<file path="src/rtl/logic_out_buffer.sv">
// Elastic output stage after the logic unit: small FIFO on the forward token,
// registered upstream nack, combinational pass-through of backward t/v/c.
package logic_out_buffer_pkg;
    localparam int D_W = 16;
    localparam int I_W = 4;

    typedef struct packed {
        logic           v;
        logic           a;
        logic           c;
        logic           r;
        logic [I_W-1:0] i;
        logic [D_W-1:0] d;
    } FTk_t;

    typedef struct packed {
        logic n;
        logic t;
        logic v;
        logic c;
    } BTk_t;
endpackage

module logic_out_buffer
    import logic_out_buffer_pkg::*;
#(
    parameter int DEPTH     = 2,
    parameter int WIDTH_CNT = $clog2(DEPTH) + 1
) (
    input  logic                 clock,
    input  logic                 reset,
    input  logic                 I_Flush,
    input  FTk_t                 I_FTk,
    output BTk_t                 O_BTk,
    output FTk_t                 O_FTk,
    input  BTk_t                 I_BTk,
    output logic [WIDTH_CNT-1:0] O_Count,
    output logic                 O_Empty,
    output logic                 O_Full
);
    localparam int AW = $clog2(DEPTH);
    // Everything below the valid bit (MSB) is stored bit-exact.
    localparam int PW = $bits(FTk_t) - 1;

    logic [PW-1:0]        mem [DEPTH];
    logic [AW-1:0]        wr_ptr_reg;
    logic [AW-1:0]        rd_ptr_reg;
    logic [WIDTH_CNT-1:0] count_reg;
    logic                 push;
    logic                 pop;

    assign O_Empty = (count_reg == '0);
    assign O_Full  = (count_reg == WIDTH_CNT'(DEPTH));
    assign O_Count = count_reg;

    // Push sees only the registered full flag, so a pop in the same cycle
    // does not open the slot until the next cycle.
    assign push = I_FTk.v & ~O_Full & ~I_Flush;
    assign pop  = ~O_Empty & ~I_BTk.n & ~I_Flush;

    always_ff @(posedge clock or negedge reset) begin
        if (!reset) begin
            wr_ptr_reg <= '0;
            rd_ptr_reg <= '0;
            count_reg  <= '0;
        end else if (I_Flush) begin
            wr_ptr_reg <= '0;
            rd_ptr_reg <= '0;
            count_reg  <= '0;
        end else begin
            if (push)
                wr_ptr_reg <= wr_ptr_reg + 1'b1;
            if (pop)
                rd_ptr_reg <= rd_ptr_reg + 1'b1;
            if (push && !pop)
                count_reg <= count_reg + 1'b1;
            else if (pop && !push)
                count_reg <= count_reg - 1'b1;
        end
    end

    // Storage carries no reset; its contents are masked while empty.
    always_ff @(posedge clock) begin
        if (push)
            mem[wr_ptr_reg] <= I_FTk[PW-1:0];
    end

    assign O_FTk = O_Empty ? FTk_t'('0) : FTk_t'({1'b1, mem[rd_ptr_reg]});

    always_comb begin
        O_BTk   = I_BTk;
        O_BTk.n = O_Full;
    end
endmodule

</file>
<file path="config.mk">
export PLATFORM = sky130hd
export DESIGN_NAME = logic_out_buffer
export DESIGN_NICKNAME = d
export VERILOG_FILES = /design/src/rtl/logic_out_buffer.sv
export SDC_FILE = /design/constraint.sdc
export NUM_CORES = 1
export LEC_CHECK = 0
export ABC_AREA = 1
export BUFFER_PORTS_ARGS = -buffer_cell sky130_fd_sc_hd__buf_2
export CAP_MARGIN = 0
export CORE_AREA = 2 2 74 76
export CTS_CLUSTER_SIZE = 25
export DETAILED_ROUTE_END_ITERATION = 8
export DIE_AREA = 0 0 76 78
export RECOVER_POWER = 50
export SYNTH_ARGS = -nofsm -noshare
export SYNTH_HDL_FRONTEND = slang
export SYNTH_SLANG_ARGS = --single-unit
</file>
<file path="constraint.sdc">
create_clock -name clock -period 3.4 [get_ports clock]
set_clock_uncertainty 0.05 [all_clocks]
set_input_delay 0 -clock clock [delete_from_list [all_inputs] [get_ports clock]]
set_output_delay 0 -clock clock [all_outputs]
set_load 0.01 [all_outputs]
</file>
==> metrics.txt <==
combinational share of power 0.255; Cell Area, Synth 2000 um^2; fraction of synthesized area in multiplexers 0; clock tree buffer depth 2; max_cap viols 0; fill count 449; crit path time final 2.24 ns; root buffer cell clkbuf_8; RSZ-0062 raised after global routing no; Synth Area in XOR/XNOR 0; Sw Pwr 0.416 mW; vias in the first global route 1341; Crit Path Class flop to flop; Yosys top cell area share 0.692; later-pin clock latency in the skew report 0.28 ns; period utilisation layout 0.658; largest net degree at the start of global routing 26; worst hold path class input pin to flop; die height 78 um; CP endpoint kind flop; Initial Util 0.396; Post-Synth Adder-Cell Area 0; Mapped Cells 168; crit path max fanout 23; top area cells in the synthesized netlist edfxtp_1 (69%), nand2_1 (11%), a21oi_1 (6.3%); Nets 285; Port-buffer cells 56; antenna violations before repair 0; Core ar. 5040 um^2; Worst Max-Slew Pin Slew 1.37 ns; die boundary width 76 um; Ant. Diodes 0; Startpoint Class flop; H-tree depth 2; Clock Pin Slew Worst Setup and Hold Paths 0.08 ns; post-synthesis sequential area ratio 0.742; vias per cell 4.43; fin. max-slew vios 0; Multi-input gate area 422 um^2; Int Power 0.987 mW; GPL Wtd Cong 0.843; GRT overflow 0; status completed; drt first-iter violations 61; final hold vios 0; Yosys reg bits 50; post-synth net total 199; Biggest register mem; Seq pwr share 0.522; Site Rows 26; layout cells sized above 1 0.176; total track usage 0.139; worst vdd ir 276 uV; final setup TNS 0 ns; Static Leakage 1.08 nW; Area Overhead vs Synth 34.0%; max reg flops 46; post-DP HPWL 2470 um; Max Fclk 0.447 GHz; CTS tree done; Finished Core Util 0.531; Critical Path RT 3.25 ns; Num CTS Buffers 5; IO Count 63; Yosys Warn Count 0; Yosys cell types 15; largest family of logic cells by synthesized area simple AND/OR/NAND/NOR gates; area leader, netlist edfxtp_1; Sw Ratio 0.297; Avg Inst Size Synth 11.9 um^2; CTS sink count 50; Post-CTS Setup Bufs 0; die area 5930 um^2; PD cells 525 nW/um^2; WP data arrival 2.09 ns; clock share of power 0.222; WL/cell 12.3 um; relative slew slack 0.0888; first-pass GRT wire length 6290 um; Final setup viols 0; hold slack 0.0331 ns; final WL 4000 um; Synth Area in Compound Gates 0.0727; register area 1480 um^2; Routed Antenna Nets 0; simple-gate share of the synthesized area 0.139; DRC violations left 0; vias 1439; TritonRoute pass-1 iters 4
what timing repair did:
| action | 4_1_cts | 5_1_grt |
|---|---|---|
| resized for setup | 0 | 0 |
| endpoints found under the hold margin | 56 | 0 |
| hold buffers | 30 | 0 |
power by group through the flow:
stage	logic, mW	registers [mW]	clock network (mW)
floorplan	0.206	0.749	0
global placement	0.343	0.746	0
detailed placement	0.344	0.747	0
CTS	0.372	0.733	0.326
global route	0.398	0.737	0.357
finish	0.358	0.733	0.312
path summary, 6_finish.rpt:
path | from | endpoint | slack, ns | cells after the start
max in group asynchronous | reset | rd_ptr_reg | 2.58 | 3
min | I_FTk[23] | wr_ptr_reg | 0.03 | 3
min in group asynchronous | reset | O_Count[0] | 0.55 | 3
min reg2reg | wr_ptr_reg | wr_ptr_reg | 0.46 | 1
max reg2reg | O_Count[0] | mem[1][11] | 1.16 | 5
max | O_Count[0] | mem[1][11] | 1.16 | 5
kinds of logic after synthesis:
family / after synthesis
AOI/OAI and AO/OA: 28
buffers and inverters: 19
and+or+nand+nor: 71
DFF: 50
critical path, stage by stage, from the launching register on:
cell      delay (ns)
dfrtp_1         0.43
inv_1           0.11
nand2_1         0.10
nand2_1         0.08
nor2_2          0.07
clkbuf_1        1.00
through the flow:
step | instances | instance area [um^2] | setup slack (ns) | total power [mW]
3_3_place_gp | 287 | 2330 | 1.58 | 1.09
5_1_grt | 325 | 2680 | 0.906 | 1.49
4_1_cts | 325 | 2720 | 1.43 | 1.43
3_5_place_dp | 287 | 2330 | 1.57 | 1.09
2_1_floorplan | 168 | 2000 | 1.25 | 0.955
6_report | 325 | 2680 | 1.16 | 1.40
synth_stat cells (all sizes together):
cell,number
a21oi,26
buf,9
clkbuf,1
dfrtp,4
edfxtp,46
inv,9
nand2,64
nand3,2
nor2,5
o21ai,1
o22ai,1
area by class of cell:
cell class	instances	area share
Clock buffer	6	0.0271
Clock inverter	2	0.00327
Inverter	9	0.0126
Multi-Input combinational cell	99	0.158
Sequential cell	50	0.554
Tap cell	70	0.0327
Timing Repair Buffer	89	0.213
layout by cell type, fill, tap and decap left out, drive strengths merged:
master,instances
a21oi,26
buf,34
clkbuf,31
clkinv,2
dfrtp,4
dlygate4sd3,30
edfxtp,46
inv,9
nand2,64
nand3,2
nor2,5
o21ai,1
o22ai,1
layer usage:
metal	vias up	track usage	wire (um)
met4	0	0.0455	52
met5	-	0	0
met2	50	0.253	2060
met3	6	0.0384	188
li1	737	-	-
met1	646	0.160	1700
(Power assumes the default switching activity.)
